$ cat config.mk
export PLATFORM = sky130hd
export DESIGN_NAME = mem_addr_gen_projectile
export DESIGN_NICKNAME = d
export VERILOG_FILES = /design/src/rtl/vga_fx_pkg.sv /design/src/rtl/projectile_channel.sv /design/src/rtl/mem_addr_gen_projectile.sv
export SDC_FILE = /design/constraint.sdc
export NUM_CORES = 1
export LEC_CHECK = 0
export CORE_ASPECT_RATIO = 0.75
export CORE_MARGIN = 2
export CORE_UTILIZATION = 49
export CTS_CLUSTER_SIZE = 16
export DETAILED_ROUTE_END_ITERATION = 16
export HOLD_SLACK_MARGIN = 0.15
export PLACE_DENSITY = 0.71
export SLEW_MARGIN = 40
export SYNTH_ARGS = -nofsm -noshare
export SYNTH_HDL_FRONTEND = slang
export SYNTH_SLANG_ARGS = --single-unit
$ cat constraint.sdc
create_clock -name clk -period 6.6 [get_ports clk]
set_input_delay 0.66 -clock clk [delete_from_list [all_inputs] [get_ports clk]]
set_output_delay 0.66 -clock clk [all_outputs]
set_load 0.05 [all_outputs]
$ cat src/rtl/vga_fx_pkg.sv
// Shared VGA effect definitions: channel state encoding, visible-area limits
// and a modular subtract used for vertical wrap-around.
package vga_fx_pkg;

  typedef enum logic {
    IDLE = 1'b0,
    FIRE = 1'b1
  } ch_state_t;

  localparam logic [10:0] H_ACTIVE = 11'd640;
  localparam logic [10:0] V_ACTIVE = 11'd480;

  // (a - b) mod modulus for a, b in 0..modulus-1; one add-back suffices.
  function automatic logic [10:0] wrap_sub(input logic [10:0] a,
                                           input logic [10:0] b,
                                           input logic [10:0] modulus);
    logic [11:0] diff;
    diff = {1'b0, a} - {1'b0, b};
    if (diff[11]) diff = diff + {1'b0, modulus};
    return diff[10:0];
  endfunction

endpackage

$ cat src/rtl/projectile_channel.sv
// One projectile channel: IDLE/FIRE lifetime FSM with frame countdown, plus the
// wrap-aware sprite hit test and sprite-local ROM address for the current pixel.
module projectile_channel
  import vga_fx_pkg::*;
#(
  parameter int SPR_W    = 200,
  parameter int SPR_H    = 112,
  parameter int SCREEN_H = 480,
  parameter int DURATION = 100,
  parameter int BLINK    = 1,
  parameter int ADDR_W   = $clog2(SPR_W * SPR_H)
) (
  input  logic              clk,
  input  logic              rst_n,
  input  logic              frame_tick,
  input  logic              fire,
  input  logic [9:0]        h_cnt,
  input  logic [9:0]        v_cnt,
  input  logic [9:0]        pos_x,
  input  logic [9:0]        pos_y,
  output logic              active,
  output logic              hit,
  output logic [ADDR_W-1:0] addr
);

  ch_state_t   state;
  logic [9:0]  remain;
  logic [10:0] top;
  logic [10:0] row;
  logic [10:0] col;
  logic        visible;
  logic        v_in;
  logic        h_in;

  // A trigger always wins over a coincident frame tick.
  always_ff @(posedge clk) begin
    if (!rst_n) begin
      state  <= IDLE;
      remain <= '0;
      active <= 1'b0;
    end else if (fire) begin
      state  <= FIRE;
      remain <= 10'(DURATION);
      active <= 1'b1;
    end else if (state == FIRE && frame_tick) begin
      if (remain == '0) begin
        state  <= IDLE;
        active <= 1'b0;
      end else begin
        remain <= remain - 10'd1;
      end
    end
  end

  always_comb begin
    top     = wrap_sub({1'b0, pos_y}, 11'(SPR_H / 2), 11'(SCREEN_H));
    row     = wrap_sub({1'b0, v_cnt}, top, 11'(SCREEN_H));
    col     = {1'b0, h_cnt} - {1'b0, pos_x};
    visible = (state == FIRE) && ((BLINK == 0) || remain[0]);
    v_in    = ({1'b0, v_cnt} < 11'(SCREEN_H)) && ({1'b0, v_cnt} < V_ACTIVE) &&
              (row < 11'(SPR_H));
    h_in    = ({1'b0, h_cnt} < H_ACTIVE) && (h_cnt >= pos_x) &&
              (col < 11'(SPR_W));
    hit     = visible && v_in && h_in;
    addr    = hit ? ADDR_W'(32'(row) * 32'(SPR_W) + 32'(col)) : '0;
  end

endmodule

$ cat src/rtl/mem_addr_gen_projectile.sv
// Multi-channel projectile sprite address generator: per-channel hit tests,
// lowest-index priority select and a one-cycle registered output stage.
module mem_addr_gen_projectile
  import vga_fx_pkg::*;
#(
  parameter int N_CH     = 4,
  parameter int SPR_W    = 200,
  parameter int SPR_H    = 112,
  parameter int SCREEN_H = 480,
  parameter int DURATION = 100,
  parameter int BLINK    = 1,
  parameter int ADDR_W   = $clog2(SPR_W * SPR_H),
  localparam int CH_W    = (N_CH > 1) ? $clog2(N_CH) : 1
) (
  input  logic               clk,
  input  logic               rst_n,
  input  logic               frame_tick,
  input  logic [9:0]         h_cnt,
  input  logic [9:0]         v_cnt,
  input  logic [N_CH-1:0]    fire,
  input  logic [10*N_CH-1:0] pos_x,
  input  logic [10*N_CH-1:0] pos_y,
  output logic [ADDR_W-1:0]  pixel_addr,
  output logic               pixel_hit,
  output logic [CH_W-1:0]    hit_ch,
  output logic [N_CH-1:0]    active
);

  logic [N_CH-1:0]   ch_hit;
  logic [ADDR_W-1:0] ch_addr [N_CH];
  logic              sel_hit;
  logic [CH_W-1:0]   sel_ch;
  logic [ADDR_W-1:0] sel_addr;

  for (genvar g = 0; g < N_CH; g++) begin : g_ch
    projectile_channel #(
      .SPR_W   (SPR_W),
      .SPR_H   (SPR_H),
      .SCREEN_H(SCREEN_H),
      .DURATION(DURATION),
      .BLINK   (BLINK),
      .ADDR_W  (ADDR_W)
    ) u_ch (
      .clk       (clk),
      .rst_n     (rst_n),
      .frame_tick(frame_tick),
      .fire      (fire[g]),
      .h_cnt     (h_cnt),
      .v_cnt     (v_cnt),
      .pos_x     (pos_x[10*g +: 10]),
      .pos_y     (pos_y[10*g +: 10]),
      .active    (active[g]),
      .hit       (ch_hit[g]),
      .addr      (ch_addr[g])
    );
  end

  // Scan from the top index down so the lowest hitting channel overwrites last.
  always_comb begin
    sel_hit  = 1'b0;
    sel_ch   = '0;
    sel_addr = '0;
    for (int unsigned i = N_CH; i > 0; i--) begin
      if (ch_hit[i-1]) begin
        sel_hit  = 1'b1;
        sel_ch   = CH_W'(i - 1);
        sel_addr = ch_addr[i-1];
      end
    end
  end

  always_ff @(posedge clk) begin
    if (!rst_n) begin
      pixel_addr <= '0;
      pixel_hit  <= 1'b0;
      hit_ch     <= '0;
    end else begin
      pixel_addr <= sel_addr;
      pixel_hit  <= sel_hit;
      hit_ch     <= sel_ch;
    end
  end

endmodule

==> impl_metrics.yaml, run 1 <==
route:
  postRouteAntennaNets: 0
  drtPass1Iterations: 5
  drt_iter0_markers: 716
  routed_via_density: 5.57
  drt_total_wl_um: 31800
  dr_total_vias: 11105
  avgRoutedWirePerCell_um: 16.0
  drc: 0
timing:
  finClkSkew_ps: 7.33
  worstMarginPinSlew_ps: 649
  max_freq_mhz: 160
  fin_tns_setup_ps: 0
  timing.final.hold_violations: 0
  period_minus_slack_ps: 6240
  final_period_util_pct: 94.6
  timing.final.max_slew_violations: 0
  report.final.setup_viol: 0
  grt_setup_unrepaired: "no"
  slew_headroom_pct: 56.6
power:
  seq_power_share_pct: 5.5
  leakage_power_uw: 0.00647
  total_power_uw: 7180
  power_report.internal_total_uw: 3520
  p_switching_uw: 3660
  p_comb_share_pct: 87.8
  power.density_cell_area_nw_per_um2: 509
  power.ir.vdd_worst_uv: 447
  power.share.switching_pct: 51.0
  share_clk_of_total_power_pct: 6.7
placement:
  finalWeightedCongestion: 0.944
  detailedPlacementHpwl_um: 27200
  io_buffers: 128
global_route:
  grt_start_max_net_pins: 18
  grt_first_pass_wirelength_um: 52200
  groute.usage.overall_pct: 25.1
  first_global_vias: 10843
  grt_antenna_before_repair: 1
  grt_remaining_overflow: 0
synthesis:
  synth-seq-area-share_pct: 10.4
  synth_area_leader_cell: "sky130_fd_sc_hd__ha_1"
  synth_largest_type_area_fraction_pct: 23.8
  ys_types: 73
  synth_top_cells_by_count: "228 x sky130_fd_sc_hd__ha_1, 187 x sky130_fd_sc_hd__inv_1, 130 x sky130_fd_sc_hd__nor2_1"
  synth_nets: 1886
  yosys_most_used_dff: "sky130_fd_sc_hd__dfxtp_1"
  synth_async_sr_flop_share_pct: 0
  synthesized_flop_and_latch_total: 62
  ys_top_cells_by_area: "sky130_fd_sc_hd__ha_1 24%, sky130_fd_sc_hd__dfxtp_1 10%, sky130_fd_sc_hd__xnor2_1 9.4%"
  synthesis.area_per_instance_sq_um: 7.91
  synth_enable_flop_cells: 0
  syn_inst: 1515
  yosys.cell_count.top_type: "sky130_fd_sc_hd__ha_1"
  synth_area_sq_um: 12000
  synth-warning-count: 0
die:
  initial_core_util_pct: 50.0
  die_area_sq_um: 25700
  ioPinCount: 129
  floorplan.rows: 49
  core_sq_um: 24000
  chipWidth_um: 185
  fp.dieH_um: 139
clock_tree:
  clk_lat_worst_skew_ps: 340
  post_cts.repair.setup_buffers: 0
  clkSinkCount: 62
  cts_max_path_buffers: 2
  cts_hold_buf: 0
  cts_resized: 0
  clk_pin_slew_ps: 60
  tritoncts: "yes"
  ctsHtreeMaxLevel: 3
  cts_made_buffers: 9
  cts_root_buffer: "sky130_fd_sc_hd__clkbuf_16"
worst_setup_path:
  cp-start-kind: "primary input"
  arrival_ps: 6520
  path_max_fanout: 5
  crit_path_capture_type: "flip-flop"
  critical_path_required_ps: 6870
  timing.setup.critical_path_class: "in -> reg"
outcome:
  run_status: "completed"
cells_and_area:
  net_count_final: 2028
  final_layout_size_suffix_gt1_share_pct: 5.05
  area_delta_synth_final_pct: 17.9
  num_antenna_cells: 0
hold_path:
  holdCritPathClass: "reg -> reg"
run:
  drv_cap: 0
==> sequential cells by signal, summed over array words and instances, names as in the netlist <==
| register | cells |
|---|---|
| g_ch.u_ch.active | 4 |
| g_ch.u_ch.remain | 40 |
| pixel_addr | 15 |
| hit_ch | 2 |
| pixel_hit | 1 |
==> cells in the final DEF, fill, tap and decap left out, drive strengths merged, types with 11 or more instances in the layout <==
master,n
nand3,32
nor2,130
xor2,60
inv,187
o21ai,59
buf,25
o21bai,16
nor2b,17
ha,228
dfxtp,62
a211oi,14
nand2,72
nor3,40
nand2b,27
xnor2,129
o21a,28
clkdlybuf4s50,128
a21o,40
a21oi,111
nor3b,11
fa,36
o211ai,14
==> through the flow <==
step | hold WS [ps] | worst slack (ps) | instances | instance area (sq um) | util, %
CTS | 506 | 199 | 1993 | 14100 | 58.6
global route | 522 | 17.9 | 1993 | 14100 | 58.9
floorplan | 467 | 611 | 1515 | 12000 | -
global placement | 485 | 102 | 1977 | 13800 | 57.4
detailed placement | 499 | -128 | 1977 | 13800 | 57.4
finish | 498 | 359 | 1993 | 14100 | 58.9
==> cell type report <==
type	count	area [sq um]
clock inverters	7	75.1
clock buffers	9	225
inverters	187	702
well taps	331	414
repair buffers	153	1470
multi-input cells	1244	10000
flip-flops and latches	62	1240
fillers	2218	9850
==> power by group through the flow <==
stage                     clock (uW)  sequential (uW)  combinational, uW
final                            480              399               6300
after global routing             507              400               7070
after CTS                        489              399               6200
after detailed placement           0              406               6150
after global placement             0              406               5990
after floorplan                    0              403               4920
==> cells by family (layout without fill, tap and decap cells) <==
kind of cell / after synthesis / after routing / share of synthesized area [%]
AND/OR/NAND/NOR: 395 / 395 / 16.4
buffers and inverters: 209 / 356 / 6.77
AO/OA/AOI/OAI: 379 / 379 / 21.3
XOR/XNOR: 189 / 189 / 13.9
flip-flops: 62 / 62 / 10.4
adder cells (fa/ha/maj): 264 / 264 / 29.8
multiplexers: 17 / 17 / 1.49
==> critical path, stage by stage <==
cell and delay [ps]:
sky130_fd_sc_hd__clkdlybuf4s50_1 470, sky130_fd_sc_hd__ha_1 280, sky130_fd_sc_hd__xnor2_2 190, sky130_fd_sc_hd__ha_1 260, sky130_fd_sc_hd__a21o_1 150, sky130_fd_sc_hd__ha_1 290, sky130_fd_sc_hd__o21a_1 140, sky130_fd_sc_hd__o211ai_1 160
sky130_fd_sc_hd__a21oi_1 80, sky130_fd_sc_hd__or2_2 330, sky130_fd_sc_hd__nand2_1 100, sky130_fd_sc_hd__nand2b_1 70, sky130_fd_sc_hd__nand2_2 130, sky130_fd_sc_hd__xnor2_2 160, sky130_fd_sc_hd__ha_1 270, sky130_fd_sc_hd__ha_1 270
sky130_fd_sc_hd__inv_1 50, sky130_fd_sc_hd__fa_1 530, sky130_fd_sc_hd__inv_1 40, sky130_fd_sc_hd__ha_1 320, sky130_fd_sc_hd__a21oi_1 200, sky130_fd_sc_hd__xnor2_1 210, sky130_fd_sc_hd__nand3_1 160, sky130_fd_sc_hd__xnor2_1 170
sky130_fd_sc_hd__a2111oi_2 360, sky130_fd_sc_hd__a211o_1 190, sky130_fd_sc_hd__o311ai_1 110, sky130_fd_sc_hd__a21oi_1 150
==> metal layers <==
layer	routed length (um)	track usage, %	part of all wire [%]	vias to the layer above
met5	9	0	0.028	-
met2	14500	41.5	45	258
met4	388	4.51	1.2	2
met1	15500	35.2	49	5184
li1	-	-	-	5631
met3	1480	3.27	4.7	30
==> worst paths after layout <==
kind                                             start  slack [ps]  depth (start not counted)                endpoint
worst max-delay path                         pos_y[33]         360                         28          pixel_addr[13]
worst max register to register     g_ch[2].u_ch.active        3790                          8          pixel_addr[10]
worst min register to register  g_ch[0].u_ch.remain[3]         500                          2  g_ch[0].u_ch.remain[3]
worst min-delay path            g_ch[0].u_ch.remain[3]         500                          2  g_ch[0].u_ch.remain[3]
Power figures use the tool's default switching activity.
==> run 2: changes to the inputs <==
REMOVE_ABC_BUFFERS = 1   (was unset)
==> run 2 against run 1 <==
First-iteration DRC count shrank 8.1%. Critical path type unchanged. Largest power group unchanged. Utilization grew 0.23 points. Clock-buffer cell count is the same. Clock skew grew 2.9 ps. Via count grew 0.34%. Worst hold slack gained 1.9 ps. Sequential cell count is the same.
==> impl_metrics.yaml, run 2 (synthesized netlist as in run 1, its figures left out) <==
route:
  routed_via_density: 5.59
  dr_total_vias: 11143
  drt_iter0_markers: 658
  postRouteAntennaNets: 0
  drc: 0
  drt_total_wl_um: 32200
  avgRoutedWirePerCell_um: 16.2
  drtPass1Iterations: 5
cells_and_area:
  area_delta_synth_final_pct: 18.3
  layout.cell_area.non_filler_sq_um: 14200
  register_with_the_most_flip_flops: "g_ch.u_ch.remain"
  commonest_non_fill_non_tap_cells_in_the_layout: "227 x sky130_fd_sc_hd__ha_1, 186 x sky130_fd_sc_hd__inv_1, 130 x sky130_fd_sc_hd__nor2_1"
  multiInputGateArea_sq_um: 10000
  final_layout_size_suffix_gt1_share_pct: 5.48
  ff_latch_area_sq_um: 1240
  largest_registers: "g_ch.u_ch.remain x40, pixel_addr x15, g_ch.u_ch.active x4"
  net_count_final: 2028
  num_antenna_cells: 0
  final.fill_count: 2211
  layout.cells.most_common: "sky130_fd_sc_hd__ha_1"
  core_occupancy_in_the_finished_layout_pct: 59.2
  largest_register_ff_count: 40
hold_path:
  hold_path.startpoint: "g_ch[3].u_ch.remain[9]"
  hold_depth: 2
  hold_path_end: "g_ch[3].u_ch.remain[9]"
  holdCritPathClass: "reg -> reg"
clock_tree:
  cts_hold_buf: 0
  cts_made_buffers: 9
  tritoncts: "yes"
  clk_lat_worst_skew_ps: 340
  clk_pin_slew_ps: 60
  clkSinkCount: 62
  ctsHtreeMaxLevel: 3
  cts_max_path_buffers: 2
  cts_root_buffer: "sky130_fd_sc_hd__clkbuf_16"
worst_setup_path:
  critical_path_required_ps: 6870
  crit_path_capture_type: "flip-flop"
  reg2reg_depth: 8
  cp-start-kind: "primary input"
  worst_r2r_endpoint: "pixel_addr[8]"
  timing.setup.critical_path_class: "in -> reg"
  r2r_setup_slack_ps: 3770
  path_max_fanout: 5
  reg2reg_from: "g_ch[3].u_ch.remain[0]"
  arrival_ps: 6500
timing:
  timing.final.max_slew_violations: 0
  finClkSkew_ps: 10.2
  timing.final.hold_violations: 0
  final_period_util_pct: 94.5
  max_freq_mhz: 160
  report.final.setup_viol: 0
  slew_headroom_pct: 54.6
  worstMarginPinSlew_ps: 678
  period_minus_slack_ps: 6240
die:
  ioPinCount: 129
  die_area_sq_um: 25700
  floorplan.rows: 49
  core_sq_um: 24000
  fp.dieH_um: 139
  chipWidth_um: 185
  initial_core_util_pct: 50.0
outcome:
  run_status: "completed"
placement:
  io_buffers: 128
  finalWeightedCongestion: 0.896
  detailedPlacementHpwl_um: 27300
  dpl-instance-area_sq_um: 13700
power:
  power.density_cell_area_nw_per_um2: 518
  leakage_power_uw: 0.00649
  power.ir.vdd_worst_uv: 540
global_route:
  grt_start_max_net_pins: 26
  grt_remaining_overflow: 0
  groute.usage.overall_pct: 25.2
  grt_first_pass_wirelength_um: 52500
  first_global_vias: 10870
  grt_antenna_before_repair: 0
run:
  drv_cap: 0
-- run 2: per-layer routing --
| metal | vias up | share of wire (%) | GRT usage (%) |
|---|---|---|---|
| met3 | 44 | 5.2 | 3.48 |
| met5 | - | 0 | 0 |
| met1 | 5206 | 48 | 35.3 |
| li1 | 5631 | - | - |
| met2 | 262 | 45 | 40.8 |
| met4 | 0 | 1.9 | 5.73 |
-- run 2: power by group --
group | leakage, uW | internal (uW) | switching, uW
clock network | 0.000155 | 328 | 190
logic | 0.00583 | 2900 | 3530
registers | 0.000505 | 386 | 12.7
-- run 2: worst max-delay path by stage --
| stage | from | endpoint | slack, ps |
|---|---|---|---|
| floorplan | pos_y[33] | pixel_addr[13] | 710 |
| global route | pos_y[33] | pixel_addr[13] | -50 |
| detailed placement | pos_y[33] | pixel_addr[13] | -160 |
| global placement | pos_y[33] | pixel_addr[13] | 100 |
| finish | pos_y[33] | pixel_addr[13] | 360 |
| CTS | pos_y[33] | pixel_addr[13] | 160 |
-- run 2: area by class of cell --
class | instances | area share, %
Multi-Input combinational cell | 1244 | 70.8
Timing Repair Buffer | 153 | 10.4
Sequential cell | 62 | 8.75
Inverter | 187 | 4.95
Tap cell | 331 | 2.92
Clock buffer | 9 | 1.59
Clock inverter | 6 | 0.618
-- run 2: what timing repair did --
action / in CTS / in global routing
resized for setup: 0 / 23
buffers inserted: 0 / 2
endpoints found under the hold margin: 0 / 0
endpoints found under the setup margin: 0 / 3
-- run 2: worst max-delay path, stage by stage --
cell	delay, ps
sky130_fd_sc_hd__clkdlybuf4s50_1	530
sky130_fd_sc_hd__nand3_1	180
sky130_fd_sc_hd__xnor2_2	190
sky130_fd_sc_hd__ha_1	300
sky130_fd_sc_hd__a21o_1	160
sky130_fd_sc_hd__ha_1	300
sky130_fd_sc_hd__o21a_1	140
sky130_fd_sc_hd__o211ai_1	180
sky130_fd_sc_hd__a21oi_1	80
sky130_fd_sc_hd__or2_2	330
sky130_fd_sc_hd__nand2_1	90
sky130_fd_sc_hd__nand2b_1	60
sky130_fd_sc_hd__nand2_2	130
sky130_fd_sc_hd__mux2i_1	270
sky130_fd_sc_hd__buf_4	170
sky130_fd_sc_hd__fa_1	390
sky130_fd_sc_hd__ha_1	360
sky130_fd_sc_hd__a21oi_2	210
sky130_fd_sc_hd__xnor2_1	90
sky130_fd_sc_hd__ha_1	340
sky130_fd_sc_hd__nand2_1	70
sky130_fd_sc_hd__o21ai_1	190
sky130_fd_sc_hd__nand3_1	130
sky130_fd_sc_hd__xnor2_1	160
sky130_fd_sc_hd__a2111oi_2	330
sky130_fd_sc_hd__a211o_1	200
sky130_fd_sc_hd__o311ai_1	110
sky130_fd_sc_hd__a21oi_1	140
-- run 2: stage by stage --
| step | total power (uW) | instances | setup slack [ps] | setup TNS [ps] | hold slack [ps] |
|---|---|---|---|---|---|
| 2_1_floorplan | 5320 | 1493 | 713 | 0 | 467 |
| 3_3_place_gp | 6420 | 1975 | 97.6 | 0 | 483 |
| 4_1_cts | 7150 | 1990 | 164 | 0 | 504 |
| 5_1_grt | 8120 | 1992 | -51.0 | -51.0 | 540 |
| 6_report | 7340 | 1992 | 362 | 0 | 500 |
| 3_5_place_dp | 6580 | 1975 | -159 | -293 | 496 |
